File: src/rtl/crypto_axi_pkg.sv
// Shared AXI read-path types and constants for the crypto DMA subsystem.
package crypto_axi_pkg;

  localparam logic [1:0] AXI_RESP_OKAY   = 2'b00;
  localparam logic [1:0] AXI_RESP_SLVERR = 2'b10;
  localparam logic [1:0] AXI_BURST_INCR  = 2'b01;

  localparam int unsigned AXI_ADDR_W = 32;

  typedef enum logic [1:0] {
    IDLE,
    ADDR,
    DATA
  } arb_state_e;

  typedef struct packed {
    logic [AXI_ADDR_W-1:0] addr;
    logic [7:0]            len;
    logic [2:0]            size;
    logic [1:0]            burst;
  } ar_req_t;

endpackage

File: src/rtl/axi_rd_arbiter_rr_arb2.sv
// Two-way round-robin pick; PRIO0 turns it into a fixed S0-first priority.
module rr_arb2 #(
  parameter bit PRIO0 = 1'b0
) (
  input  logic i_req0,
  input  logic i_req1,
  input  logic i_last,
  output logic o_valid,
  output logic o_winner
);

  always_comb begin
    o_valid = i_req0 | i_req1;
    if (PRIO0) begin
      o_winner = ~i_req0;
    end else if (i_req0 && i_req1) begin
      o_winner = ~i_last;
    end else begin
      o_winner = ~i_req0;
    end
  end

endmodule

File: src/rtl/axi_rd_arbiter.sv
// Shares one AXI4 read master between two requesters; one burst in flight,
// R channel locked to the burst owner until the RLAST handshake.
module axi_rd_arbiter
  import crypto_axi_pkg::*;
#(
  parameter int unsigned ADDR_W = 32,
  parameter int unsigned DATA_W = 32,
  parameter bit          PRIO0  = 1'b0
) (
  input  logic              clk,
  input  logic              rst_n,
  input  logic [ADDR_W-1:0] s0_araddr,
  input  logic [7:0]        s0_arlen,
  input  logic [2:0]        s0_arsize,
  input  logic [1:0]        s0_arburst,
  input  logic              s0_arvalid,
  output logic              s0_arready,
  output logic [DATA_W-1:0] s0_rdata,
  output logic [1:0]        s0_rresp,
  output logic              s0_rlast,
  output logic              s0_rvalid,
  input  logic              s0_rready,
  input  logic [ADDR_W-1:0] s1_araddr,
  input  logic [7:0]        s1_arlen,
  input  logic [2:0]        s1_arsize,
  input  logic [1:0]        s1_arburst,
  input  logic              s1_arvalid,
  output logic              s1_arready,
  output logic [DATA_W-1:0] s1_rdata,
  output logic [1:0]        s1_rresp,
  output logic              s1_rlast,
  output logic              s1_rvalid,
  input  logic              s1_rready,
  output logic [ADDR_W-1:0] m_axi_araddr,
  output logic [7:0]        m_axi_arlen,
  output logic [2:0]        m_axi_arsize,
  output logic [1:0]        m_axi_arburst,
  output logic              m_axi_arvalid,
  input  logic              m_axi_arready,
  input  logic [DATA_W-1:0] m_axi_rdata,
  input  logic [1:0]        m_axi_rresp,
  input  logic              m_axi_rlast,
  input  logic              m_axi_rvalid,
  output logic              m_axi_rready,
  output logic              busy,
  output logic              grant_id,
  output logic              err_len,
  output logic              err_resp,
  input  logic              err_clr
);

  arb_state_e r_state;
  ar_req_t    r_ar;
  logic       r_grant;
  logic       r_last_grant;
  logic [7:0] r_beat_cnt;
  logic       r_err_len;
  logic       r_err_resp;

  logic       w_arb_valid;
  logic       w_winner;
  ar_req_t    w_req;
  logic       w_rhs;
  logic       w_len_bad;

  rr_arb2 #(.PRIO0(PRIO0)) u_rr_arb2 (
    .i_req0   (s0_arvalid),
    .i_req1   (s1_arvalid),
    .i_last   (r_last_grant),
    .o_valid  (w_arb_valid),
    .o_winner (w_winner)
  );

  always_comb begin
    if (w_winner) begin
      w_req = '{addr: AXI_ADDR_W'(s1_araddr), len: s1_arlen,
                size: s1_arsize, burst: s1_arburst};
    end else begin
      w_req = '{addr: AXI_ADDR_W'(s0_araddr), len: s0_arlen,
                size: s0_arsize, burst: s0_arburst};
    end
  end

  assign s0_arready = (r_state == IDLE) && w_arb_valid && !w_winner;
  assign s1_arready = (r_state == IDLE) && w_arb_valid &&  w_winner;

  assign m_axi_arvalid = (r_state == ADDR);
  assign m_axi_araddr  = ADDR_W'(r_ar.addr);
  assign m_axi_arlen   = r_ar.len;
  assign m_axi_arsize  = r_ar.size;
  assign m_axi_arburst = r_ar.burst;

  // R channel is a pure pass-through to the burst owner while in DATA.
  assign s0_rvalid    = (r_state == DATA) && !r_grant && m_axi_rvalid;
  assign s1_rvalid    = (r_state == DATA) &&  r_grant && m_axi_rvalid;
  assign m_axi_rready = (r_state == DATA) && (r_grant ? s1_rready : s0_rready);
  assign s0_rdata     = m_axi_rdata;
  assign s1_rdata     = m_axi_rdata;
  assign s0_rresp     = m_axi_rresp;
  assign s1_rresp     = m_axi_rresp;
  assign s0_rlast     = m_axi_rlast;
  assign s1_rlast     = m_axi_rlast;

  assign w_rhs     = (r_state == DATA) && m_axi_rvalid && m_axi_rready;
  assign w_len_bad = m_axi_rlast != (r_beat_cnt == r_ar.len);

  assign busy     = (r_state != IDLE);
  assign grant_id = r_grant;
  assign err_len  = r_err_len;
  assign err_resp = r_err_resp;

  always_ff @(posedge clk) begin
    if (!rst_n) begin
      r_state      <= IDLE;
      r_ar         <= '0;
      r_grant      <= 1'b0;
      r_last_grant <= 1'b1;
      r_beat_cnt   <= '0;
      r_err_len    <= 1'b0;
      r_err_resp   <= 1'b0;
    end else begin
      if (err_clr) begin
        r_err_len  <= 1'b0;
        r_err_resp <= 1'b0;
      end else if (w_rhs) begin
        if (m_axi_rresp != AXI_RESP_OKAY) r_err_resp <= 1'b1;
        if (w_len_bad)                    r_err_len  <= 1'b1;
      end

      case (r_state)
        IDLE: begin
          if (w_arb_valid) begin
            r_ar         <= w_req;
            r_grant      <= w_winner;
            r_last_grant <= w_winner;
            r_state      <= ADDR;
          end
        end
        ADDR: begin
          if (m_axi_arready) begin
            r_beat_cnt <= '0;
            r_state    <= DATA;
          end
        end
        DATA: begin
          if (w_rhs) begin
            r_beat_cnt <= r_beat_cnt + 8'd1;
            if (m_axi_rlast) r_state <= IDLE;
          end
        end
        default: r_state <= IDLE;
      endcase
    end
  end

endmodule

File: config.mk
export PLATFORM = sky130hd
export DESIGN_NAME = axi_rd_arbiter
export DESIGN_NICKNAME = d
export VERILOG_FILES = /design/src/rtl/crypto_axi_pkg.sv /design/src/rtl/axi_rd_arbiter_rr_arb2.sv /design/src/rtl/axi_rd_arbiter.sv
export SDC_FILE = /design/constraint.sdc
export NUM_CORES = 1
export LEC_CHECK = 0
export BUFFER_PORTS_ARGS = -buffer_cell sky130_fd_sc_hd__buf_2
export CAP_MARGIN = 40
export CORE_AREA = 2 2 100 102
export CTS_CLUSTER_SIZE = 8
export DETAILED_ROUTE_END_ITERATION = 7
export DIE_AREA = 0 0 102 104
export PLACE_DENSITY_LB_ADDON = 0.08
export SKIP_LAST_GASP = 1
export SLEW_MARGIN = 5
export SYNTH_ARGS = -nofsm -noshare
export SYNTH_HDL_FRONTEND = slang
export SYNTH_SLANG_ARGS = --single-unit
File: constraint.sdc
create_clock -name clk -period 1.9 [get_ports clk]
set_clock_uncertainty 0.2 [all_clocks]
set_input_delay 0.285 -clock clk [delete_from_list [all_inputs] [get_ports clk]]
set_output_delay 0.285 -clock clk [all_outputs]
set_load 0.01 [all_outputs]
## After elaboration in Yosys (flattened, before gate mapping)

Cells that the tools add are included.

- Bitwise logic cells: 4
- $lt $le $gt $ge: 0
- Shift operators: 0
- Reduce and logical (&&, ||, !) cells: 23
- Div/mod/pow operators: 0
- Multiply operators: 0
- Eq/ne operators: 8
- Multiplexer cells: 11
- $add $sub $neg: 1

Operator list:

| operator | number |
|---|---|
| 2-to-1 mux 45 bit | 1 |
| 2-to-1 mux 8 bit | 2 |
| case mux 8 bit (2 select lines) | 1 |
| logical AND 1 bit | 11 |
| adder 8 x 1 -> 8 bit (second input constant) | 1 |
| == test 8 bit | 1 |
| 2-to-1 mux 2 bit | 4 |
| inequality test 2 bit (second input constant) | 3 |
| case mux 2 bit (3 select lines) | 1 |
| AND reduction 2 bit | 3 |
| nonzero test 2 bit | 3 |
| AND reduction 4 bit | 1 |
| NOT 1 bit | 3 |
| AND reduction 3 bit | 1 |
| == test 2 x 1 -> 1 bit (second input constant) | 1 |
| == test 2 bit (second input constant) | 1 |
| logical NOT 1 bit | 2 |
| logical NOT 2 bit | 1 |
| 2-to-1 mux 1 bit | 2 |
| inequality test 2 x 1 -> 1 bit (second input constant) | 1 |
| OR reduction 2 bit | 1 |
| inequality test 1 bit | 1 |
| bitwise OR 1 bit | 1 |

- Output and inout port bits: 125
- Memories: 0
- Bits in latches: 0
- Memory bits (read-only): 0
- Input bits: 134
- Memory bits (writable): 0
- Bits in registers: 59

## Longest topological paths before layout

- Depth after elaboration: 5
- Gate-level depth with buffers: 6
- Mapped depth without buffers: 5

## Modules after synthesis

A second synthesis with hierarchy kept.

- Cells, all modules: 374
- Area total of the unflattened synthesis: 3427.0 um^2

By module, submodules not included:

| module | area an instance (um^2) | times used | cells each |
|---|---|---|---|
| axi_rd_arbiter | 3412.0 | 1 | 371 |
| rr_arb2 | 15.0 | 1 | 3 |

## Worst setup path after synthesis

No wires, ideal clock.

- Path type: flip-flop to flip-flop
- Start: register r_grant, in the netlist grant_id
- End: register r_beat_cnt[6]
- Arrival: 1.358 ns
- Setup time: 0.119 ns
- Path buffers: 0
- Cell stages (with the launch flop): 5
- Data required time: 1.581 ns
- Path slack: 0.223 ns
- Cell sequence: dfxtp_1 -> mux2i_1 -> o21ai_1 -> and3_1 -> o221a_1

- Cells in the longest elaborated chain, start to end: 5

RTL lines:

| item | line | source |
|---|---|---|
| start: declaration | axi_rd_arbiter.sv:54 | `logic r_grant;` |
| start signal: assignment | axi_rd_arbiter.sv:134 | `r_grant <= w_winner;` |
| 2-to-1 mux 1 bit | axi_rd_arbiter.sv:96 | `assign m_axi_rready = (r_state == DATA) && (r_grant ? s1_rready : s0_rready);` |
| logical AND 1 bit | axi_rd_arbiter.sv:96 |  |
| logical AND 1 bit | axi_rd_arbiter.sv:104 | `assign w_rhs = (r_state == DATA) && m_axi_rvalid && m_axi_rready;` |
| inequality test 2 bit (no source line) | -- |  |
| AND reduction 3 bit (no source line) | -- |  |
| end signal: assignment | axi_rd_arbiter.sv:147 | `r_beat_cnt <= r_beat_cnt + 8'd1;` |
| end: declaration | axi_rd_arbiter.sv:56 | `logic [7:0] r_beat_cnt;` |

Every way passes these cells.
A chain may end at the register's enable or synchronous reset.

## Final worst setup path

- Start: register r_state[0]
- End: output s0_arready

- Cells in the longest elaborated chain, start to end: 3

RTL lines:

| item | line | source |
|---|---|---|
| start: declaration | axi_rd_arbiter.sv:52 | `arb_state_e r_state;` |
| start signal: assignment | axi_rd_arbiter.sv:114 | `r_state <= IDLE;` |
| start signal: assignment | axi_rd_arbiter.sv:136 | `r_state <= ADDR;` |
| start signal: assignment | axi_rd_arbiter.sv:142 | `r_state <= DATA;` |
| logical NOT 2 bit | axi_rd_arbiter.sv:84 | `assign s0_arready = (r_state == IDLE) && w_arb_valid && !w_winner;` |
| logical AND 1 bit (2 in a row) | axi_rd_arbiter.sv:84 |  |
| end: declaration | axi_rd_arbiter.sv:17 | `output logic s0_arready,` |

Every way passes these cells.

==> results.json <==
{
  "outcome": "finished, violations left",
  "violations": "design-rule violations",
  "fin_crit_sh": 0.966,
  "fmax_ghz": 0.545,
  "hold_viol": 0,
  "hold_class": "in2reg",
  "insertion_delay_ns": 0.34,
  "synthTopCellsByArea": "dfxtp_1, buf_4, a222oi_1, nor2_1, xor2_1",
  "grt_max_degree": 40,
  "crit_path_start": "r_state[0]",
  "die_h_um": 104,
  "first_global_vias": 3027,
  "cts.clk_slew.worst_paths_ns": 0.07,
  "clk_path_buf_depth": 2,
  "p_seq_frac": 0.395,
  "p_int_mw": 2.55,
  "num_rows": 36,
  "power-per-cell-area_nw_per_um2": 821,
  "synth_area_leader_cell": "dfxtp_1",
  "power_leakage_nw": 2.09,
  "reg2regPathDepth": 7,
  "synth_cells": 327,
  "drc_errors": 1,
  "fill_cells": 953,
  "r2r_start": "r_state[0]",
  "grt_pass1_wl_mm": 14.8,
  "fin_nets": 621,
  "first_pass_iters": 8,
  "initial_core_util": 0.312,
  "p_total_mw": 3.56,
  "num_vias": 3071,
  "grt_usage": 0.178,
  "post-place-ws_ns": 0.0573,
  "dp_hpwl_mm": 6.15,
  "cp.required_ns": 1.41,
  "coreArea_um2": 9550,
  "utilization": 0.455,
  "p_switching_mw": 1.01,
  "maxCapViolCount": 0,
  "cp_max_fo": 4,
  "place.port_buffers": 162,
  "yosys_warnings": 0,
  "synth_top_area_frac": 0.396,
  "crit_type": "reg2out",
  "fin_ws_ns": 0.0638,
  "cts_sinks": 59,
  "dieArea_um2": 10600,
  "syn-num-nets": 462,
  "num_io_pins": 259,
  "drt_first_iter_violations": 229,
  "vias_per_cell": 4.92,
  "wl_per_cell_um": 15.6,
  "cts_max_level": 3,
  "period_needed_ns": 1.84,
  "drt_wl_total_mm": 9.76,
  "antenna_found_initial": 0,
  "synth_area_um2": 2980,
  "reg2reg_slack_ns": 0.10,
  "antenna_cells": 0,
  "chipWidth_um": 102,
  "power_frac_clock": 0.352,
  "seq_area_frac_synth": 0.396,
  "ant_nets": 0,
  "hold_path_startpoint": "s0_araddr[30]",
  "syn_area_per_cell_um2": 9.11,
  "crit_path_end_kind": "output port",
  "cp-start-kind": "flip-flop",
  "drv_slew": 0,
  "netlist-cell-type-count": 34,
  "relSlewSlack": 0.663,
  "arrival_ns": 1.35,
  "cts_made_buffers": 9,
  "setup_violations": 0,
  "dp.cells": 546,
  "gp_congestion": 0.725,
  "worstReg2RegEnd": "m_axi_araddr[16]",
  "fin_cells": 624,
  "ys_seq_elements": 59,
  "finalSetupTns_ns": 0,
  "clk_root_buffer_cell": "clkbuf_8",
  "grt_setup_unrepaired": "yes",
  "cts_tree": "done",
  "comb_power_share": 0.253,
  "area_growth_pct": 45.7,
  "overflow": 0,
  "max_slew.worst_pin.slew_ns": 0.501,
  "ir_drop_mv": 0.381,
  "crit_end": "s0_arready",
  "p_sw_frac": 0.284,
  "drive_gt1_frac": 0.424
}
-- what timing repair did --
item,4_1_cts,5_1_grt
endpoints found under the setup margin,3,28
cloned,2,0
hold endpoints to repair,35,0
pin swaps,1,6
hold buffers,54,0
resized for setup,6,2
buffers inserted,5,2
-- layer usage --
layer | global-route usage | share of wire
met2 | 0.304 | 0.49
met3 | 0.0390 | 0.072
met1 | 0.212 | 0.41
met4 | 0.0752 | 0.024
met5 | 0 | 0
-- critical path, stage by stage, from the launching register on --
cell and delay [ns]:
dfxtp_4 0.35, nor2_1 0.11, buf_4 0.14, and3_4 0.20
buf_12 0.10, buf_2 0.12
-- per-stage QoR --
step / area (um^2) / hold slack [ns]
CTS: 4350 / 0.0000663
global placement: 3460 / 0.235
detailed placement: 3480 / 0.250
finish: 4340 / 0.00726
floorplan: 2980 / 0.252
global route: 4340 / 0.00618
-- sequential cells by signal (all words and copies together), names as in the netlist --
register       flops
m_axi_arlen        8
m_axi_araddr      32
m_axi_arsize       3
r_beat_cnt         8
err_resp           1
err_len            1
m_axi_arburst      2
r_last_grant       1
r_state            2
grant_id           1
-- kinds of logic (layout without fill, tap and decap cells) --
group / Yosys count / count (layout) / share of synthesized area
AO/OA/AOI/OAI: 67 / 67 / 0.203
adder cells (fa/ha/maj): 1 / 1 / 0.00420
buffers and inverters: 98 / 262 / 0.226
XOR/XNOR: 9 / 9 / 0.0264
multiplexers: 2 / 2 / 0.00714
flip-flops: 59 / 59 / 0.396
AND/OR/NAND/NOR: 91 / 91 / 0.137
-- final cells by class --
cell class | count | area [um^2] | area share
Timing Repair Buffer | 240 | 1600 | 0.368
Sequential cell | 59 | 1190 | 0.273
Multi-Input combinational cell | 170 | 1160 | 0.267
Tap cell | 133 | 166 | 0.0383
Clock buffer | 11 | 131 | 0.0303
Clock inverter | 5 | 77.6 | 0.0179
Inverter | 6 | 22.5 | 0.00519
-- worst min path at each step --
stage / endpoint / slack (ns) / cells after the start
after global routing: m_axi_arlen[3] / 0.006 / 3
after global placement: err_resp / 0.23 / 2
after detailed placement: err_resp / 0.25 / 2
after floorplan: r_last_grant / 0.25 / 2
final: m_axi_araddr[30] / 0.007 / 3
after CTS: m_axi_arlen[5] / 0.00007 / 3
-- Yosys cell counts --
cell	count
nand4_1	1
a41oi_1	1
and3_1	4
nor3_1	2
o21ai_1	5
nor2_1	57
clkinv_1	1
buf_2	7
inv_1	5
o221a_1	1
xnor2_1	1
o211ai_1	2
o211a_1	3
mux2i_1	1
a31oi_1	1
or2_1	2
nand2_1	6
a2111oi_2	1
dfxtp_1	59
a222oi_1	45
a311oi_1	1
a21oi_1	7
nor4_1	2
or2b_1	1
clkbuf_1	10
nand3b_1	4
buf_6	4
buf_4	71
nor2b_1	3
nand2b_1	3
ha_1	1
mux2_2	1
xor2_1	8
nand3_1	6
-- power by group through the flow --
stage / clock [mW] / combinational, mW / sequential (mW)
after floorplan: 0 / 0.508 / 1.48
after global placement: 0 / 0.734 / 1.44
after detailed placement: 0 / 0.752 / 1.43
after CTS: 1.29 / 0.915 / 1.41
after global routing: 1.34 / 0.984 / 1.42
final: 1.25 / 0.901 / 1.41
-- cell usage in the layout, fill, tap and decap left out, drive strengths merged, types with 2 or more instances in the layout --
| cell type | netlist | layout |
|---|---|---|
| nand2 | 6 | 6 |
| dlygate4sd3 | 0 | 54 |
| o211a | 3 | 3 |
| buf | 82 | 185 |
| bufinv | 0 | 2 |
| nor2 | 57 | 57 |
| inv | 5 | 5 |
| or2 | 2 | 2 |
| o211ai | 2 | 2 |
| nand3 | 6 | 6 |
| nor2b | 3 | 3 |
| nor3 | 2 | 2 |
| nand3b | 4 | 4 |
| xor2 | 8 | 8 |
| o21ai | 5 | 5 |
| dfxtp | 59 | 59 |
| nor4 | 2 | 2 |
| and3 | 4 | 4 |
| clkinv | 1 | 3 |
| a222oi | 45 | 45 |
| clkbuf | 10 | 11 |
| a21oi | 7 | 7 |
| nand2b | 3 | 3 |
Power figures use the tool's default switching activity.
